===== src/rtl/pipe_return_buffer_if.sv =====
// Handshake bundle between an upstream issuer, a fixed-latency external
// pipeline and the in-order return buffer that collects its results.
interface pipe_return_buffer_if #(
    parameter int DATA_WIDTH = 8,
    parameter int DEPTH      = 8
);
    localparam int CNT_W = $clog2(DEPTH + 1);

    logic                  req_valid;
    logic                  issue_ok;
    logic                  ret_valid;
    logic [DATA_WIDTH-1:0] ret_data;
    logic                  out_valid;
    logic                  out_ready;
    logic [DATA_WIDTH-1:0] out_data;
    logic [CNT_W-1:0]      inflight;
    logic                  err;

    // Issuer / pipeline / consumer side
    modport master (
        output req_valid, ret_valid, ret_data, out_ready,
        input  issue_ok, out_valid, out_data, inflight, err
    );

    // Buffer side
    modport slave (
        input  req_valid, ret_valid, ret_data, out_ready,
        output issue_ok, out_valid, out_data, inflight, err
    );
endinterface


===== src/rtl/pipe_return_buffer.sv =====
// In-order return buffer for a fixed-latency external pipeline. Issues are
// only granted while buffered words plus outstanding requests fit in the
// buffer, so a compliant pipeline can never overflow it.
module pipe_return_buffer #(
    parameter int DATA_WIDTH = 8,
    parameter int LATENCY    = 4,
    parameter int DEPTH      = 8
) (
    input  logic                clk,
    input  logic                rst_n,
    pipe_return_buffer_if.slave bus
);
    localparam int PTR_W = (DEPTH > 1) ? $clog2(DEPTH) : 1;
    localparam int CNT_W = $clog2(DEPTH + 1);
    localparam logic [CNT_W-1:0] DEPTH_C   = CNT_W'(DEPTH);
    localparam logic [PTR_W-1:0] LAST_PTR  = PTR_W'(DEPTH - 1);

    // Reject parameter sets the credit scheme cannot honour.
    generate
        if (LATENCY < 1 || DEPTH < LATENCY || (DEPTH & (DEPTH - 1)) != 0) begin : g_bad_params
            $error("pipe_return_buffer: need LATENCY>=1, DEPTH>=LATENCY, DEPTH power of two");
        end
    endgenerate

    logic [DATA_WIDTH-1:0] mem [DEPTH];

    logic [PTR_W-1:0] wr_ptr_reg, wr_ptr_next;
    logic [PTR_W-1:0] rd_ptr_reg, rd_ptr_next;
    logic [CNT_W-1:0] count_reg, count_next;
    logic [CNT_W-1:0] inflight_reg, inflight_next;
    logic             err_reg, err_next;

    logic issue;
    logic wr_en;
    logic overflow;
    logic pop;
    logic empty;

    // Credit check uses registered state only; a same-cycle pop is not counted.
    assign bus.issue_ok = ({1'b0, count_reg} + {1'b0, inflight_reg}) < {1'b0, DEPTH_C};
    assign issue        = bus.req_valid && bus.issue_ok;

    assign empty    = (count_reg == '0);
    assign wr_en    = bus.ret_valid && (count_reg != DEPTH_C);
    assign overflow = bus.ret_valid && (count_reg == DEPTH_C);
    assign pop      = !empty && bus.out_ready;

    // No bypass: a freshly written word shows up only from the next cycle.
    assign bus.out_valid = !empty;
    assign bus.out_data  = mem[rd_ptr_reg];
    assign bus.inflight  = inflight_reg;
    assign bus.err       = err_reg;

    // Storage write port; contents are never reset.
    always_ff @(posedge clk) begin
        if (wr_en) begin
            mem[wr_ptr_reg] <= bus.ret_data;
        end
    end

    // Next-state for pointers, occupancy, outstanding count and error flag.
    always_comb begin
        wr_ptr_next   = wr_ptr_reg;
        rd_ptr_next   = rd_ptr_reg;
        count_next    = count_reg;
        inflight_next = inflight_reg;
        err_next      = err_reg;

        if (wr_en) begin
            wr_ptr_next = (wr_ptr_reg == LAST_PTR) ? '0 : wr_ptr_reg + PTR_W'(1);
        end
        if (pop) begin
            rd_ptr_next = (rd_ptr_reg == LAST_PTR) ? '0 : rd_ptr_reg + PTR_W'(1);
        end

        case ({wr_en, pop})
            2'b10:   count_next = count_reg + CNT_W'(1);
            2'b01:   count_next = count_reg - CNT_W'(1);
            default: count_next = count_reg;
        endcase

        // A dropped word is a protocol error.
        if (overflow) begin
            err_next = 1'b1;
        end

        // Issue and return in the same cycle cancel out.
        if (issue && !bus.ret_valid) begin
            inflight_next = inflight_reg + CNT_W'(1);
        end else if (!issue && bus.ret_valid) begin
            if (inflight_reg == '0) begin
                err_next = 1'b1;
            end else begin
                inflight_next = inflight_reg - CNT_W'(1);
            end
        end
    end

    // State registers with asynchronous active-low clear.
    always_ff @(posedge clk or negedge rst_n) begin
        if (!rst_n) begin
            wr_ptr_reg   <= '0;
            rd_ptr_reg   <= '0;
            count_reg    <= '0;
            inflight_reg <= '0;
            err_reg      <= 1'b0;
        end else begin
            wr_ptr_reg   <= wr_ptr_next;
            rd_ptr_reg   <= rd_ptr_next;
            count_reg    <= count_next;
            inflight_reg <= inflight_next;
            err_reg      <= err_next;
        end
    end
endmodule


===== src/flat_wrapper.sv =====
// flat-port wrapper written by rule: the top's interface ports become plain ports
module pipe_return_buffer_flat 
#(
    parameter int DATA_WIDTH = 8,
    parameter int LATENCY    = 4,
    parameter int DEPTH      = 8
)
  (clk, rst_n, bus_req_valid, bus_ret_valid, bus_ret_data, bus_out_ready, bus_issue_ok, bus_out_valid, bus_out_data, bus_inflight, bus_err);
  pipe_return_buffer_if #(.DATA_WIDTH(DATA_WIDTH), .DEPTH(DEPTH)) bus_i ();
  input  logic clk;
  input  logic rst_n;
  input wire logic [$bits(bus_i.req_valid)-1:0] bus_req_valid;
  input wire logic [$bits(bus_i.ret_valid)-1:0] bus_ret_valid;
  input wire logic [$bits(bus_i.ret_data)-1:0] bus_ret_data;
  input wire logic [$bits(bus_i.out_ready)-1:0] bus_out_ready;
  output wire logic [$bits(bus_i.issue_ok)-1:0] bus_issue_ok;
  output wire logic [$bits(bus_i.out_valid)-1:0] bus_out_valid;
  output wire logic [$bits(bus_i.out_data)-1:0] bus_out_data;
  output wire logic [$bits(bus_i.inflight)-1:0] bus_inflight;
  output wire logic [$bits(bus_i.err)-1:0] bus_err;
  assign bus_i.req_valid = bus_req_valid;
  assign bus_i.ret_valid = bus_ret_valid;
  assign bus_i.ret_data = bus_ret_data;
  assign bus_i.out_ready = bus_out_ready;
  assign bus_issue_ok = bus_i.issue_ok;
  assign bus_out_valid = bus_i.out_valid;
  assign bus_out_data = bus_i.out_data;
  assign bus_inflight = bus_i.inflight;
  assign bus_err = bus_i.err;
  pipe_return_buffer #(.DATA_WIDTH(DATA_WIDTH), .LATENCY(LATENCY), .DEPTH(DEPTH)) u_core (.clk(clk), .rst_n(rst_n), .bus(bus_i));
endmodule

===== config.mk =====
export PLATFORM = sky130hd
export DESIGN_NAME = pipe_return_buffer_flat
export DESIGN_NICKNAME = d
export VERILOG_FILES = /design/src/rtl/pipe_return_buffer_if.sv /design/src/rtl/pipe_return_buffer.sv /design/src/flat_wrapper.sv
export SDC_FILE = /design/constraint.sdc
export NUM_CORES = 1
export LEC_CHECK = 0
export CAP_MARGIN = 5
export CORE_UTILIZATION = 52
export CTS_CLUSTER_DIAMETER = 200
export DETAILED_ROUTE_END_ITERATION = 8
export MAX_ROUTING_LAYER = met4
export PLACE_DENSITY_LB_ADDON = 0.3
export RECOVER_POWER = 50
export SLEW_MARGIN = 5
export SYNTH_ARGS = -nofsm -noshare
export SYNTH_HDL_FRONTEND = slang
export SYNTH_SLANG_ARGS = --single-unit

===== constraint.sdc =====
create_clock -name clk -period 2.8 [get_ports clk]
set_clock_uncertainty 0.1 [all_clocks]
set_input_delay 0.28 -clock clk [delete_from_list [all_inputs] [get_ports clk]]
set_output_delay 0.28 -clock clk [all_outputs]
set_load 0.01 [all_outputs]

* Yosys cells after proc, flatten, opt, wreduce, memory -nomap -nowiden
Memories as Yosys holds them, arrays and structs flattened.
Index checks and enable logic that the tools add are counted.
Widths: inputs -> output; s select.
** Cells by class
- Add/sub/neg operators :: 7
- $lt $le $gt $ge :: 1
- Equal/unequal tests :: 7
- Mux-type cells :: 12
- Reduce and logical (&&, ||, !) cells :: 14
** Operator list (count)
- $mux 4 :: 3
- $add 4x1->4 const B :: 2
- $logic_not 4->1 :: 2
- $pmux 4 s2 :: 1
- $sub 4x1->4 const B :: 2
- $add 3x1->3 const B :: 2
- $eq 3x3->1 const B :: 2
- $logic_and 1x1->1 :: 6
- $mux 1 :: 6
- $mux 3 :: 2
- $add 4x4->5 :: 1
- $lt 5x4->1 const B :: 1
- $eq 4x4->1 const B :: 1
- $ne 4x4->1 const B :: 1
- $reduce_bool 2->1 :: 2
- $logic_not 1->1 :: 3
- $eq 2x1->1 const B :: 1
- $eq 2x2->1 const B :: 1
- $ne 2x1->1 const B :: 1
- $reduce_and 2->1 :: 1
** Word-level totals
- Bits in registers :: 15
- Memory bits (writable) :: 64
- Input port bits :: 13
- Output and inout bits :: 15
- Memories kept :: 1
** Memories
- u_core.mem :: depth 8, width 8, read ports 1, clocked after memory_dff 0, write ports 1, RTL line pipe_return_buffer.sv:25 : logic [DATA_WIDTH-1:0] mem [DEPTH];

* Longest topological paths before layout
- Word-level depth :: 7
- Gate-level depth with buffers :: 10

* Worst setup path before layout
Ideal clock, no wire load.
- Path type :: register -> register
- From :: reg u_core.inflight_reg[1], in the netlist u_core.bus.inflight[1]
- To :: reg u_core.inflight_reg[2], in the netlist u_core.bus.inflight[2]
- Data arrival time :: 2.737 ns
- Data required time :: 2.620 ns
- Path slack :: -0.117 ns
- Stages on the path, launching flop included :: 11
- Clock period less this slack :: 2.917 ns
- Path through :: dfrtp_1 > ha_1 > a31o_2 > a2111oi_2 > and2_1 > ha_1 > xnor2_1 > ha_1 > o21a_1 > o21ai_0 > xnor2_1
** Between the ends
- Word-level cells in the longest chain between the ends :: 7
** Ends and longest elaborated chain
- start, declared :: RTL line pipe_return_buffer.sv:30 : logic [CNT_W-1:0] inflight_reg, inflight_next;
- start signal, assigned :: RTL line pipe_return_buffer.sv:111 : inflight_reg <= inflight_next;
- $add 4x4->5 * :: RTL line pipe_return_buffer.sv:40 : assign bus.issue_ok = ({1'b0, count_reg} + {1'b0, inflight_reg}) < {1'b0, DEPTH_C};
- $lt 5x4->1 * :: RTL line pipe_return_buffer.sv:40
- net bus_issue_ok :: RTL line flat_wrapper.sv:16 : output wire logic [$bits(bus_i.issue_ok)-1:0] bus_issue_ok;
- $logic_and 1x1->1 * :: RTL line pipe_return_buffer.sv:41 : assign issue = bus.req_valid && bus.issue_ok;
- $logic_not 1->1 :: RTL line pipe_return_buffer.sv:90 : end else if (!issue && bus.ret_valid) begin
- $logic_and 1x1->1 :: RTL line pipe_return_buffer.sv:90
- $reduce_bool 2->1 (no source line)
- $reduce_and 2->1 (no source line)
The timed path passes the listed nets; every way through them passes the cells marked *. The select of a mux whose other input is x is not followed.
A chain may end at the register's enable or synchronous reset.

* Final worst setup path
- From :: reg u_core.rd_ptr_reg[0]
- To :: out bus_out_data[2]
** Between the ends
- Word-level cells in the longest chain between the ends :: 1
** Ends and longest elaborated chain
- start, declared :: RTL line pipe_return_buffer.sv:28 : logic [PTR_W-1:0] rd_ptr_reg, rd_ptr_next;
- start signal, assigned :: RTL line pipe_return_buffer.sv:109 : rd_ptr_reg <= rd_ptr_next;
- $mem_v2 8x8
- end, declared :: RTL line flat_wrapper.sv:18 : output wire logic [$bits(bus_i.out_data)-1:0] bus_out_data;
Every way passes these cells.

==> flow_summary_export.csv <==
group,metric,value,unit
critical_path,criticalPathCategory,"flop to output pin",
drt,routed_via_density,5.66,
drt,num_vias,1846,
yosys,synth_area_per_cell,17.7,µm²
power_and_ir_drop,leakagePower,0.00151,µW
job,drv.max_cap_violation_count,0,
floorplanning,fp.dieH,84.2,µm
timing,setup_repair_after_global_routing_missed_its_margin,"no",
clocking,post_cts_buffers,0,
clocking,clockRootBuffer,"sky130_fd_sc_hd__clkbuf_8",
yosys,library_cell_occupying_the_most_area_in_the_post_synthesis_netlist,"sky130_fd_sc_hd__edfxtp_1",
yosys,post_synth_design_cell_area,0.00351,mm²
timing,maxClockFrequency,378,MHz
floorplanning,core_region_area,0.00642,mm²
floorplanning,die_width,84.2,µm
timing,timing.setup.tns,0,ps
floorplanning,design.portCount,28,
critical_path,cp.required,2420,ps
grt,pin_count_of_the_biggest_net_entering_global_routing,20,
grt,antenna_violations_before_repair,0,
finish,num-nets-final,272,
critical_path,reg2reg_setup_slack,170,ps
power_and_ir_drop,power.density_cell_area,1050,mW/mm²
timing,final_hold_viol_count,0,
placed_design,gpl.final_weighted_congestion,0.855,
placed_design,detailed_place_hpwl,3.83,mm
yosys,synth.most_common_cell,"sky130_fd_sc_hd__edfxtp_1",
clocking,clock_tree.htree_level_count,3,
timing,final_max_slew_viol_count,0,
critical_path,worstPathMaxFanout,19,
outcome,failing_checks,"DRC",
timing,whs,331,ps
drt,finalWirelength,5.94,mm
finish,drive_gt1_share,24.5,%
timing,finalSetupViolCount,0,
yosys,synth_top_area_share,54.7,%
yosys,synth_cell_type_count,41,
yosys,synthTopCellsByCount,"sky130_fd_sc_hd__edfxtp_1 (64), sky130_fd_sc_hd__dfrtp_1 (15), sky130_fd_sc_hd__ha_1 (14)",
critical_path,setup.worst_path.end_class,"output pin",
yosys,yosys_warnings,0,
drt,drt-wirelength-per-cell,18.2,µm
yosys,synth_seq_area_share,65.4,%
timing,finalCritPeriodShare,94.6,%
grt,grt.total_usage,19.9,%
drt,drc,2,
grt,via_count_of_the_first_global_routing_pass,1882,
clocking,cts_buf_count,9,
worst_hold_path,worstHoldPathType,"primary input to asynchronous set/reset pin",
grt,grt-ovfl-total,0,
drt,drt.antenna.violating_nets,0,
timing,maxSlewHeadroom,51.2,%
yosys,ys_dominant_reg_cell,"sky130_fd_sc_hd__edfxtp_1",
power_and_ir_drop,ir_drop,0.589,mV
clocking,cts_hold_buffers,0,
timing,tightestPinTransition,730,ps
finish,largest_register_ffs,64,
drt,drt_iter0_markers,119,
floorplanning,initial_core_util,54.7,%
yosys,post_synth_edffs,64,
timing,min_period,2650,ps
critical_path,setup.worst_path.start_class,"flop",
drt,detail_route.first_pass.iterations,6,
finish,antenna_cells,0,
clocking,reg_clk_slew_reported_paths,80,ps
clocking,worst_skew_pair.late_latency,340,ps
clocking,clock_path_buffers,2,
yosys,synth_top_cells_by_area,"sky130_fd_sc_hd__edfxtp_1 (55%), sky130_fd_sc_hd__dfrtp_1 (11%), sky130_fd_sc_hd__mux4_1 (6.0%), sky130_fd_sc_hd__mux4_2 (5.1%), sky130_fd_sc_hd__ha_1 (5.0%)",
critical_path,cp.arrival,2270,ps
clocking,cts_num_sinks,79,
yosys,synth.net_count,226,
yosys,synth-async-reset-ratio,19.0,%
finish,layout.core_utilization,64.7,%
floorplanning,rows,29,
yosys,post_synth_inst_count,198,
grt,grt_first_pass_wirelength,9.94,mm
outcome,run_status,"complete, but fails checks",
yosys,synth_seq_cells,79,
placed_design,port_buffers,27,
clocking,tritoncts,"yes",
floorplanning,die-area,0.00708,mm²
finish,layout-area-overhead-vs-synth,18.3,%
==> layer usage <==
metal / vias up / wire length, µm / GRT usage, %
li1: 874 / - / -
met1: 926 / 2740 / 27.3
met2: 37 / 2850 / 29.4
met3: 9 / 231 / 3.34
met4: 0 / 115 / 9.87
met5: - / 0 / -
==> worst max-delay path: stages (launching register included) <==
cell and delay (ps):
sky130_fd_sc_hd__dfrtp_1 380, sky130_fd_sc_hd__buf_12 190, sky130_fd_sc_hd__mux4_1 570, sky130_fd_sc_hd__mux2_4 280, sky130_fd_sc_hd__clkdlybuf4s50_1 490
==> kinds of logic after synthesis <==
group	Yosys count	share of synthesized area, %
muxes	31	16.7
and+or+nand+nor	36	5.45
xor gates and xnor gates	5	1.25
buffers and inverters	16	2.42
adders and majority gates	15	5.56
AOI/OAI and AO/OA	16	3.14
DFF	79	65.4
==> what timing repair did <==
item                                    CTS  global route
pin swaps                                 0             1
endpoints found under the setup margin    1             3
gates resized for setup                   1             5
endpoints found under the hold margin     0             0
==> layout by cell type (no fill, tap or decap), types with 9 or more instances in the layout <==
| cell type | instances |
|---|---|
| sky130_fd_sc_hd__clkbuf_8 | 9 |
| sky130_fd_sc_hd__buf_4 | 11 |
| sky130_fd_sc_hd__clkdlybuf4s50_1 | 17 |
| sky130_fd_sc_hd__edfxtp_1 | 64 |
| sky130_fd_sc_hd__dlygate4sd3_1 | 10 |
| sky130_fd_sc_hd__dfrtp_1 | 13 |
| sky130_fd_sc_hd__inv_1 | 10 |
| sky130_fd_sc_hd__ha_1 | 13 |
==> through the flow <==
stage	cells	setup WS, ps	cell area [µm²]	total power (µW)
6_report	326	151	4150	4360
5_1_grt	326	28.9	4150	4650
4_1_cts	326	53.7	4140	4400
3_5_place_dp	310	91.6	3970	3660
3_3_place_gp	310	135	3970	3620
2_1_floorplan	198	3.06	3530	2990
==> worst paths after layout <==
check / startpoint / end / cells after the start
hold reg to reg: u_core.bus.err$_DFF_PN0_ / u_core.bus.err$_DFF_PN0_ / 2
setup reg to reg: u_core.count_reg[1]$_DFFE_PN0P_ / u_core.count_reg[3]$_DFFE_PN0P_ / 9
hold / removal: rst_n / u_core.rd_ptr_reg[0]$_DFFE_PN0P_ / 1
min in group clk: u_core.bus.err$_DFF_PN0_ / u_core.bus.err$_DFF_PN0_ / 2
max in group asynchronous: rst_n / u_core.count_reg[2]$_DFFE_PN0P_ / 1
setup / recovery: u_core.rd_ptr_reg[0]$_DFFE_PN0P_ / bus_out_data[2] / 4
==> report_power, final <==
| group | leakage (µW) | switching (µW) | total, µW | internal (µW) |
|---|---|---|---|---|
| sequential | 0.000754 | 244 | 1780 | 1530 |
| clock | 0.0000835 | 413 | 734 | 321 |
| combinational | 0.000677 | 766 | 1850 | 1080 |
| total | 0.00151 | 1420 | 4360 | 2930 |
==> cell type report <==
class,count,area [µm²]
Fill cell,443,2270
Timing Repair Buffer,41,380
Multi-Input combinational cell,103,1170
Inverter,10,37.5
Tap cell,77,96.3
Clock buffer,9,124
Sequential cell,79,2300
Clock inverter,7,46.3
Power figures use the tool's default switching activity.
